$ cat config.mk
export PLATFORM = sky130hd
export DESIGN_NAME = fwd_hazard_ctrl_flat
export DESIGN_NICKNAME = d
export VERILOG_FILES = /design/src/rtl/pipe_ctrl_pkg.sv /design/src/rtl/fwd_hazard_ctrl_if.sv /design/src/rtl/fwd_match.sv /design/src/rtl/fwd_hazard_ctrl.sv /design/src/flat_wrapper.sv
export SDC_FILE = /design/constraint.sdc
export NUM_CORES = 1
export LEC_CHECK = 0
export CAP_MARGIN = 20
export CORE_ASPECT_RATIO = 0.7
export CORE_MARGIN = 2
export CORE_UTILIZATION = 45
export DETAILED_ROUTE_END_ITERATION = 6
export MAX_ROUTING_LAYER = met4
export PLACE_DENSITY = 0.78
export REMOVE_ABC_BUFFERS = 1
export SYNTH_ARGS = -nofsm -noshare
export SYNTH_HDL_FRONTEND = slang
export SYNTH_HIERARCHICAL = 1
export SYNTH_SLANG_ARGS = --single-unit
$ cat constraint.sdc
create_clock -name clk_i -period 3.15 [get_ports clk_i]
set_clock_uncertainty 0.1 [all_clocks]
set_input_delay 0.7875 -clock clk_i [delete_from_list [all_inputs] [get_ports clk_i]]
set_output_delay 0.7875 -clock clk_i [all_outputs]
set_load 0.03 [all_outputs]
$ cat src/rtl/pipe_ctrl_pkg.sv
// Shared pipeline-control types for the forwarding/hazard controller:
// operand-mux select codes and the per-stage destination record.
package pipe_ctrl_pkg;

  localparam int PIPE_REG_AW = 5;

  localparam logic [1:0] FWD_RF    = 2'b00;
  localparam logic [1:0] FWD_EXMEM = 2'b01;
  localparam logic [1:0] FWD_MEMWB = 2'b10;

  typedef struct packed {
    logic                   valid;
    logic                   we;
    logic [PIPE_REG_AW-1:0] rd;
    logic                   load;
  } stage_info_t;

  localparam stage_info_t STAGE_BUBBLE = '0;

  // Youngest producer wins: an EX hit shadows an older MEM hit on the same register.
  function automatic logic [1:0] fwd_sel(input logic hit_ex, input logic hit_mem);
    if (hit_ex)  return FWD_EXMEM;
    if (hit_mem) return FWD_MEMWB;
    return FWD_RF;
  endfunction

endpackage

$ cat src/rtl/fwd_hazard_ctrl_if.sv
// Bundle between the ID stage / EX operand muxes and the forwarding controller.
// Counter signals exist only when FWD_PERF_CNT_EN is defined.
interface fwd_hazard_ctrl_if #(
  parameter int REG_AW = 5
`ifdef FWD_PERF_CNT_EN
  , parameter int CNT_W = 32
`endif
);

  logic              id_valid_i;
  logic [REG_AW-1:0] id_rs_i;
  logic [REG_AW-1:0] id_rt_i;
  logic              id_use_rs_i;
  logic              id_use_rt_i;
  logic              id_we_i;
  logic [REG_AW-1:0] id_rd_i;
  logic              id_load_i;
  logic              flush_i;
  logic [1:0]        fwd_a_sel_o;
  logic [1:0]        fwd_b_sel_o;
  logic              stall_o;
  logic              bubble_o;
`ifdef FWD_PERF_CNT_EN
  logic [CNT_W-1:0]  stall_cnt_o;
  logic [CNT_W-1:0]  fwd_cnt_o;

  modport master (
    output id_valid_i, id_rs_i, id_rt_i, id_use_rs_i, id_use_rt_i,
           id_we_i, id_rd_i, id_load_i, flush_i,
    input  fwd_a_sel_o, fwd_b_sel_o, stall_o, bubble_o, stall_cnt_o, fwd_cnt_o
  );

  modport slave (
    input  id_valid_i, id_rs_i, id_rt_i, id_use_rs_i, id_use_rt_i,
           id_we_i, id_rd_i, id_load_i, flush_i,
    output fwd_a_sel_o, fwd_b_sel_o, stall_o, bubble_o, stall_cnt_o, fwd_cnt_o
  );
`else
  modport master (
    output id_valid_i, id_rs_i, id_rt_i, id_use_rs_i, id_use_rt_i,
           id_we_i, id_rd_i, id_load_i, flush_i,
    input  fwd_a_sel_o, fwd_b_sel_o, stall_o, bubble_o
  );

  modport slave (
    input  id_valid_i, id_rs_i, id_rt_i, id_use_rs_i, id_use_rt_i,
           id_we_i, id_rd_i, id_load_i, flush_i,
    output fwd_a_sel_o, fwd_b_sel_o, stall_o, bubble_o
  );
`endif

endinterface

$ cat src/rtl/fwd_match.sv
// Compares one ID source index against one in-flight stage entry.
// r0 is hardwired zero, so it never matches a producer.
module fwd_match
  import pipe_ctrl_pkg::*;
#(
  parameter int REG_AW = PIPE_REG_AW
) (
  input  logic [REG_AW-1:0] src,
  input  logic              use_src,
  input  stage_info_t       stage,
  output logic              hit
);

  assign hit = use_src & stage.valid & stage.we &
               (stage.rd == src) & (src != '0);

endmodule

$ cat src/rtl/fwd_hazard_ctrl.sv
// Forwarding and load-use hazard controller beside the ID/EX register.
// Optional performance counters are built when FWD_PERF_CNT_EN is defined.
module fwd_hazard_ctrl
  import pipe_ctrl_pkg::*;
#(
  parameter int REG_AW = PIPE_REG_AW
`ifdef FWD_PERF_CNT_EN
  , parameter int CNT_W = 32
`endif
) (
  input  logic               clk_i,
  input  logic               rst_i,
  fwd_hazard_ctrl_if.slave   bus
);

  stage_info_t ex_q;
  stage_info_t mem_q;
  stage_info_t id_info;

  logic       hit_a_ex;
  logic       hit_a_mem;
  logic       hit_b_ex;
  logic       hit_b_mem;
  logic       hazard;
  logic       stall;
  logic       bubble;
  logic       issue;
  logic [1:0] sel_a_d;
  logic [1:0] sel_b_d;
  logic [1:0] sel_a_q;
  logic [1:0] sel_b_q;

  fwd_match #(.REG_AW(REG_AW)) u_match_a_ex (
    .src(bus.id_rs_i), .use_src(bus.id_use_rs_i), .stage(ex_q),  .hit(hit_a_ex)
  );
  fwd_match #(.REG_AW(REG_AW)) u_match_a_mem (
    .src(bus.id_rs_i), .use_src(bus.id_use_rs_i), .stage(mem_q), .hit(hit_a_mem)
  );
  fwd_match #(.REG_AW(REG_AW)) u_match_b_ex (
    .src(bus.id_rt_i), .use_src(bus.id_use_rt_i), .stage(ex_q),  .hit(hit_b_ex)
  );
  fwd_match #(.REG_AW(REG_AW)) u_match_b_mem (
    .src(bus.id_rt_i), .use_src(bus.id_use_rt_i), .stage(mem_q), .hit(hit_b_mem)
  );

  // A load in EX cannot forward yet; hold the consumer one cycle unless it is being flushed.
  assign hazard = bus.id_valid_i & ex_q.load & (hit_a_ex | hit_b_ex);
  assign stall  = hazard & ~bus.flush_i;
  assign bubble = stall | bus.flush_i;
  assign issue  = bus.id_valid_i & ~bubble;

  assign sel_a_d = issue ? fwd_sel(hit_a_ex, hit_a_mem) : FWD_RF;
  assign sel_b_d = issue ? fwd_sel(hit_b_ex, hit_b_mem) : FWD_RF;

  always_comb begin
    id_info       = STAGE_BUBBLE;
    id_info.valid = issue;
    id_info.we    = issue & bus.id_we_i;
    id_info.rd    = issue ? bus.id_rd_i : '0;
    id_info.load  = issue & bus.id_load_i;
  end

  // ID -> EX -> MEM stage boundary
  always_ff @(posedge clk_i or negedge rst_i) begin
    if (!rst_i) begin
      ex_q    <= STAGE_BUBBLE;
      mem_q   <= STAGE_BUBBLE;
      sel_a_q <= FWD_RF;
      sel_b_q <= FWD_RF;
    end else begin
      mem_q   <= ex_q;
      ex_q    <= id_info;
      sel_a_q <= sel_a_d;
      sel_b_q <= sel_b_d;
    end
  end

  assign bus.fwd_a_sel_o = sel_a_q;
  assign bus.fwd_b_sel_o = sel_b_q;
  assign bus.stall_o     = stall;
  assign bus.bubble_o    = bubble;

`ifdef FWD_PERF_CNT_EN
  logic [CNT_W-1:0] stall_cnt_q;
  logic [CNT_W-1:0] fwd_cnt_q;

  function automatic logic [CNT_W-1:0] sat_inc(input logic [CNT_W-1:0] v);
    return (&v) ? v : v + {{(CNT_W-1){1'b0}}, 1'b1};
  endfunction

  always_ff @(posedge clk_i or negedge rst_i) begin
    if (!rst_i) begin
      stall_cnt_q <= '0;
      fwd_cnt_q   <= '0;
    end else begin
      if (stall)
        stall_cnt_q <= sat_inc(stall_cnt_q);
      if ((sel_a_d != FWD_RF) || (sel_b_d != FWD_RF))
        fwd_cnt_q <= sat_inc(fwd_cnt_q);
    end
  end

  assign bus.stall_cnt_o = stall_cnt_q;
  assign bus.fwd_cnt_o   = fwd_cnt_q;
`endif

endmodule

$ cat src/flat_wrapper.sv
// flat-port wrapper written by rule: the top's interface ports become plain ports
module fwd_hazard_ctrl_flat import pipe_ctrl_pkg::*;
#(
  parameter int REG_AW = PIPE_REG_AW

)
  (clk_i, rst_i, bus_id_valid_i, bus_id_rs_i, bus_id_rt_i, bus_id_use_rs_i, bus_id_use_rt_i, bus_id_we_i, bus_id_rd_i, bus_id_load_i, bus_flush_i, bus_fwd_a_sel_o, bus_fwd_b_sel_o, bus_stall_o, bus_bubble_o);
  fwd_hazard_ctrl_if #(.REG_AW(REG_AW)) bus_i ();
  input  logic clk_i;
  input  logic rst_i;
  input wire logic [$bits(bus_i.id_valid_i)-1:0] bus_id_valid_i;
  input wire logic [$bits(bus_i.id_rs_i)-1:0] bus_id_rs_i;
  input wire logic [$bits(bus_i.id_rt_i)-1:0] bus_id_rt_i;
  input wire logic [$bits(bus_i.id_use_rs_i)-1:0] bus_id_use_rs_i;
  input wire logic [$bits(bus_i.id_use_rt_i)-1:0] bus_id_use_rt_i;
  input wire logic [$bits(bus_i.id_we_i)-1:0] bus_id_we_i;
  input wire logic [$bits(bus_i.id_rd_i)-1:0] bus_id_rd_i;
  input wire logic [$bits(bus_i.id_load_i)-1:0] bus_id_load_i;
  input wire logic [$bits(bus_i.flush_i)-1:0] bus_flush_i;
  output wire logic [$bits(bus_i.fwd_a_sel_o)-1:0] bus_fwd_a_sel_o;
  output wire logic [$bits(bus_i.fwd_b_sel_o)-1:0] bus_fwd_b_sel_o;
  output wire logic [$bits(bus_i.stall_o)-1:0] bus_stall_o;
  output wire logic [$bits(bus_i.bubble_o)-1:0] bus_bubble_o;
  assign bus_i.id_valid_i = bus_id_valid_i;
  assign bus_i.id_rs_i = bus_id_rs_i;
  assign bus_i.id_rt_i = bus_id_rt_i;
  assign bus_i.id_use_rs_i = bus_id_use_rs_i;
  assign bus_i.id_use_rt_i = bus_id_use_rt_i;
  assign bus_i.id_we_i = bus_id_we_i;
  assign bus_i.id_rd_i = bus_id_rd_i;
  assign bus_i.id_load_i = bus_id_load_i;
  assign bus_i.flush_i = bus_flush_i;
  assign bus_fwd_a_sel_o = bus_i.fwd_a_sel_o;
  assign bus_fwd_b_sel_o = bus_i.fwd_b_sel_o;
  assign bus_stall_o = bus_i.stall_o;
  assign bus_bubble_o = bus_i.bubble_o;
  fwd_hazard_ctrl #(.REG_AW(REG_AW)) u_core (.clk_i(clk_i), .rst_i(rst_i), .bus(bus_i));
endmodule
==> results of run 1 <==
==> flip-flops by register name, indices dropped and copies added (netlist names) <==
signal                  cells
u_core/ex_q                 8
u_core/mem_q                7
u_core/bus.fwd_a_sel_o      2
u_core/bus.fwd_b_sel_o      2
==> cell type report <==
| cell class | instances | area share (%) |
|---|---|---|
| well taps | 22 | 1.93 |
| inverters | 2 | 0.526 |
| multi-input cells | 58 | 34.4 |
| flip-flops and latches | 19 | 33.3 |
| clock buffers | 4 | 1.84 |
| repair buffers | 43 | 28.0 |
==> power by group <==
| part | internal, mW | switching, mW |
|---|---|---|
| combinational | 0.0521 | 0.0371 |
| sequential | 0.251 | 0.00894 |
| clock | 0.0491 | 0.0685 |
==> worst max-delay path by stage <==
stage,startpoint,end,slack [ns],depth (start not counted)
6_report,bus_id_rs_i[3],bus_bubble_o,0.07,7
5_1_grt,bus_id_rs_i[3],bus_bubble_o,-0.007,9
4_1_cts,bus_id_rt_i[4],bus_stall_o,0.01,8
3_5_place_dp,bus_id_rs_i[0],bus_bubble_o,-0.25,9
3_3_place_gp,bus_id_rs_i[0],bus_bubble_o,-0.24,9
2_1_floorplan,bus_id_rt_i[0],bus_stall_o,0.08,5
==> metrics by stage <==
step | cells | hold WS (ns) | TNS [ns] | power (mW) | worst slack, ns
floorplan | 79 | 0.273 | 0 | 0.292 | 0.0785
global placement | 140 | 0.299 | -0.394 | 0.343 | -0.238
detailed placement | 140 | 0.298 | -0.424 | 0.346 | -0.248
CTS | 148 | 0.322 | 0 | 0.463 | 0.0141
global route | 148 | 0.347 | -0.00677 | 0.491 | -0.00677
finish | 148 | 0.322 | 0 | 0.467 | 0.0666
==> metal layers <==
metal	up-vias	GRT usage (%)	share of wire (%)
met3	6	4.98	7.4
met5	-	-	0
met1	373	26.6	44
met4	0	7.91	2.0
li1	380	-	-
met2	40	33.9	47
==> repair_timing <==
item | in CTS | in global routing
cloned | 0 | 0
setup buffers | 4 | 0
pin swaps | 3 | 7
gates resized for setup | 17 | 14
endpoints found under the setup margin | 2 | 2
==> impl_results.md, run 1 <==
- Number of remaining DRC errors: 0
- Initial core utilization: 48.1%
- First-pass GRT wire length: 3730 um
- Clock edge transition at the registers on the reported setup and hold paths: 0.10 ns
- Via/cell ratio: 5.40
- Number of nets with antenna violations after detailed routing: 0
- Average wire length per cell after detail routing: 14.9 um
- Register cell area after layout: 475 um^2
- Layout overhead on the synthesized area: 57.4%
- Endpoint of the worst-slack reg-to-reg timing path: u_core/ex_q[7]
- Total inserted antenna cells: 0
- Tightest slew margin relative to the limit: 46.4%
- Avg Cell Area, Syn: around 11 um^2
- Number of global-route vias before repair: around 800
- Worst Hold End: u_core/mem_q[7]
- Nature of the critical path endpoint: output port
- Max capacitance violation total: 0
- Number of hold violations in the final report: 0
- Clock latency of the later-clocked register in the worst-skew pair: 0.28 ns
- Number of buffers between clock root and the deepest sink: 2
- Worst reg2reg path depth: 10
- Warning count from the yosys run: 6
- Status: finished, final reports clean
- Cell area after layout: between 1000 and 1500 um^2
- Static leakage: 0.629 nW
- Least-Margin Pin Slew: 0.802 ns
- Highest clock frequency the design can meet: 324 MHz
- Antenna violations before repair: 0
- Most frequent standard cell in the layout excluding fill and tap cells: dfrtp_1
- Number of filler instances in the final layout: 129
- Arrival time reported for the critical path endpoint: 2.20 ns
- Total of endpoints with negative setup slack in the final report: 0
- Top Family by Delay on Critical Path: compound AO/OA/AOI/OAI gates
- Reg-to-reg slack, setup: 1.26 ns
- Die Span Y: just over 40 um
- Synthesized netlist cell count: 79
- Total of buffers placed on input and output ports: 28
- Final wirelength: approximately 2200 um
- Data required time at the worst endpoint: roughly 2.3 ns
- Start point of the worst hold path: u_core/ex_q[7]
- Area taken by multi-input logic gates: about 490 um^2
- Post-placement cell area: between 1000 and 1500 um^2
- CTS root buffer: clkbuf_4
- Cts hold-fix bufs: 0
- Total global routing track utilization: 21.3%
- Die Span X: between 50 and 60 um
- First-pass detailed-route iteration total: 4
- TritonCTS clock tree: built
- Core area: roughly 1900 um^2
- Pin count of the biggest net entering global routing: 20
- Final critical path time including I/O delays and setup: ~3.1 ns
- Largest driver fanout on the critical path: 4
- Ratio of cells with drive above 1 in the final layout: 28.6%
- Violation count after the first detailed-route iteration: 29
- Type of origin of the critical path: input pin
- Cell area after synthesis: 907 um^2
- Path category of the worst min-delay check: reg -> reg
- Number of vias after detailed routing: 799
- Total congestion overflow after global routing: 0
- Overall die area: 2400 um^2
- R2R Path Start: u_core/ex_q[1]
- Critical path class: in -> out
- Cell area power density: roughly 330 nW/um^2
- Number of placement rows: 13
- Clock buffers created by TritonCTS: 3
- Period Utilization, post-route: 97.9%
- Placed wire-length estimate: 1660 um
- Final slew viol count: 0
- H-tree depth: 1
- Worst hold path depth: 0
- Slowest Stage Delay on Critical Path: around 0.39 ns
- Max IR drop VDD: 0.000288 V
- Utilization after layout: between 70% and 80%
- Io pins: 29
- Layout net count: 150
- Crit path cell chain: clkdlybuf4s15_1, o41ai_2, a211oi_2, buf_4, o21a_1, a21o_2, buf_6
- Critical Path Slowest Stage Cell: o41ai_2
- Number of buffer and inverter instances along the worst setup path: 3
- Gpl congestion: ~0.83
- Total number of clock tree sinks: 19
- Highest-count cells in the layout ignoring fill and taps: dfrtp_1, clkdlybuf4s50_1, xnor2_1
No activity file was read; power rests on OpenSTA's default activity.
==> run 2, diff against run 1 <==
CORE_ASPECT_RATIO = not set   (was 0.7)
CORE_UTILIZATION = 55   (was 45)
DONT_BUFFER_PORTS = 1   (was not set)
PLACE_DENSITY = 0.7   (was 0.78)
SKIP_LAST_GASP = 1   (was not set)
SYNTH_HIERARCHICAL = not set   (was 1)
==> run 2 against run 1 <==
- clock power barely moved
- global-route usage fell by 2.7 points
- hold slack got worse by 0.25 ns
- design area fell by 34%
- sequential cell count did not move
- fmax rose by 2.9%
- wire length fell by 31%
- largest power group unchanged
==> impl_results.md, run 2 <==
- Arrival time reported for the critical path endpoint: 2.11 ns
- Highest clock frequency the design can meet: 334 MHz
- Cells resized by post-CTS repair: 0
- Number of flops mapped to enable cells by yosys: 0
- Total number of clock tree sinks: 19
- Total inserted antenna cells: 0
- Total congestion overflow after global routing: 0
- Initial core utilization: 58.7%
- Proportion of synthesized chip area in sequential cells: about 53%
- Number of buffers between clock root and the deepest sink: 2
- Worst Slack Setup Final: 0.155 ns
- Ranking of synthesized cells by instance count: dfrtp_1, xnor2_1, nand2_1
- Average wire length per cell after detail routing: 14.8 um
- Leading area contributor after synthesis: dfrtp_1
- Top-count cell post-synth: dfrtp_1
- Number of register bits inferred by synthesis: 19
- Io pins: 29
- Proportion of power drawn by combinational gates: 8.3%
- Number of global-route vias before repair: 614
- Number of vias after detailed routing: 607
- Data required time at the worst endpoint: 2.26 ns
- Largest driver fanout on the critical path: 5
- Area fraction of the dominant cell type after synthesis: 53.1%
- Number of placement rows: 14
- Dominant cells by area after synthesis: dfrtp_1, xnor2_1, nand2_1
- Path category of the worst min-delay check: in -> async
- Clock latency of the later-clocked register in the worst-skew pair: 0.29 ns
- Layout net count: 111
- Warning count from the yosys run: 0
- Pin count of the biggest net entering global routing: 20
- Static leakage: 0.410 nW
- Violation count after the first detailed-route iteration: 13
- Unique cell type count in the Yosys netlist: 25
- Proportion of register bits with asynchronous set or reset after synthesis: 100%
- Sum Neg Setup Slack: 0 ns
- Max IR drop VDD: between 0.0002 and 0.00025 V
- Cell area after synthesis: around 900 um^2
- Avg Cell Area, Syn: 10.8 um^2
- Total of endpoints with negative setup slack in the final report: 0
- Final critical path time including I/O delays and setup: around 3 ns
- Least-Margin Pin Slew: between 0.3 and 0.4 ns
- Max capacitance violation total: 0
- First-pass detailed-route iteration total: 4
- Total of buffers placed on input and output ports: 0
- Cts hold-fix bufs: 0
- Via/cell ratio: 5.89
- H-tree depth: 1
- Status: finished, final reports clean
- Critical path class: in -> out
- Register with the highest flop count: u_core.ex_q
- Most frequent standard cell in the layout excluding fill and tap cells: dfrtp_1
- Number of remaining DRC errors: 0
- Final slew viol count: 0
- Synthesized netlist cell count: 83
- Placed wire-length estimate: 1220 um
- TritonCTS clock tree: built
- Nature of the critical path endpoint: output port
- Cell area power density: 438 nW/um^2
- Part of the power in registers: between 60% and 70%
- First-pass GRT wire length: 2490 um
- Clock buffers created by TritonCTS: 3
- Tightest slew margin relative to the limit: 74.0%
- Antenna violations before repair: 0
- Switch share: 22.2%
- Net Switching: approximately 0.09 mW
- Pre-CTS WS: approximately 0.15 ns
- Clock edge transition at the registers on the reported setup and hold paths: 0.10 ns
- Layout overhead on the synthesized area: 5.17%
- Highest-count cells in the layout ignoring fill and taps: dfrtp_1, xnor2_1, nand2_1
- Register cell area after layout: 475 um^2
- Type of origin of the critical path: input pin
- Unrepaired setup endpoints after global routing: false
- Period Utilization, post-route: 95.1%
- Total global routing track utilization: 18.6%
- Die Span X: 44.3 um
- Die Span Y: 44.3 um
- Gpl congestion: 0.872
- CTS root buffer: clkbuf_4
- Final wirelength: 1520 um
- Int Power: 0.320 mW
- Core area: 1520 um^2
- Area taken by multi-input logic gates: between 400 and 500 um^2
- Share of total power in the clock network: between 20 and 30%
- Most instantiated flip-flop cell in the synthesis netlist: dfrtp_1
- Largest register FFs: 8
- Biggest registers after layout: u_core.ex_q: 8 flops, u_core.mem_q: 7 flops
- Setup repair bufs after CTS: 0
- Ratio of cells with drive above 1 in the final layout: a little under a tenth
- Overall die area: 1970 um^2
- Number of nets with antenna violations after detailed routing: 0
- Number of filler instances in the final layout: 140
- Number of hold violations in the final report: 0
-- run 2: changes by cell type in the layout (fill, tap and decap cells not counted), sizes merged, moves of 5 or more --
cell,change
buf,-15
nand2,+6
and3,-6
clkdlybuf4s50,-15
dlygate4sd2,-5
-- run 2: critical path: stages --
cell and delay [ns]:
or4_1 0.52, o21ai_1 0.21, nor4_1 0.08, o21a_1 0.22, a21o_1 0.29
-- run 2: area by class of cell --
cell class / count / area share [%]
Timing Repair Buffer: 2 / 1.60
Clock buffer: 4 / 2.79
Inverter: 1 / 0.399
Multi-Input combinational cell: 61 / 42.6
Tap cell: 16 / 2.13
Sequential cell: 19 / 50.5
-- run 2: path summary, 6_finish.rpt --
check / slack (ns) / endpoint / cells past startpoint / startpoint
max: 0.15 / bus_bubble_o / 5 / bus_id_rs_i[4]
max reg2reg: 1.35 / u_core.ex_q[5] / 6 / u_core.ex_q[5]
min in group clk_i: 0.29 / u_core.mem_q[7] / 0 / u_core.ex_q[7]
max in group asynchronous: 2.80 / u_core.bus.fwd_a_sel_o[1] / 0 / rst_i
min reg2reg: 0.29 / u_core.mem_q[7] / 0 / u_core.ex_q[7]
min: 0.07 / u_core.mem_q[4] / 0 / rst_i
-- run 2: cell families (layout without fill, tap and decap cells) --
group	Yosys count	count (layout)	synth area share (%)
DFF	19	19	53.1
and+or+nand+nor	35	35	20.4
AOI/OAI and AO/OA	6	6	4.76
buffers and inverters	3	7	2.10
xor gates and xnor gates	20	20	19.6
-- run 2: power groups by stage --
| stage | sequential [mW] | clock (mW) | combinational, mW |
|---|---|---|---|
| 6_report | 0.258 | 0.119 | 0.0342 |
| 5_1_grt | 0.260 | 0.132 | 0.0383 |
| 4_1_cts | 0.258 | 0.123 | 0.0346 |
| 3_5_place_dp | 0.263 | 0 | 0.0342 |
| 3_3_place_gp | 0.263 | 0 | 0.0340 |
| 2_1_floorplan | 0.261 | 0 | 0.0297 |
-- run 2: layer usage --
metal  part of all wire [%]  track usage (%)  routed length, um
met5                      0                -                  0
met1                     43             24.3                649
met3                    8.5             3.67                129
met2                     48             27.6                732
met4                   0.79             9.09                 12
-- run 2: stage by stage --
stage / hold slack, ns / std cells / total power, mW / instance area, um^2 / utilization [%]
3_5_place_dp: 0.260 / 99 / 0.297 / 915 / 60.0
3_3_place_gp: 0.255 / 99 / 0.297 / 915 / 60.0
6_report: 0.0728 / 103 / 0.412 / 941 / 61.7
2_1_floorplan: 0.254 / 81 / 0.291 / 880 / -
5_1_grt: 0.0499 / 103 / 0.430 / 941 / 61.7
4_1_cts: 0.0644 / 103 / 0.416 / 941 / 61.7
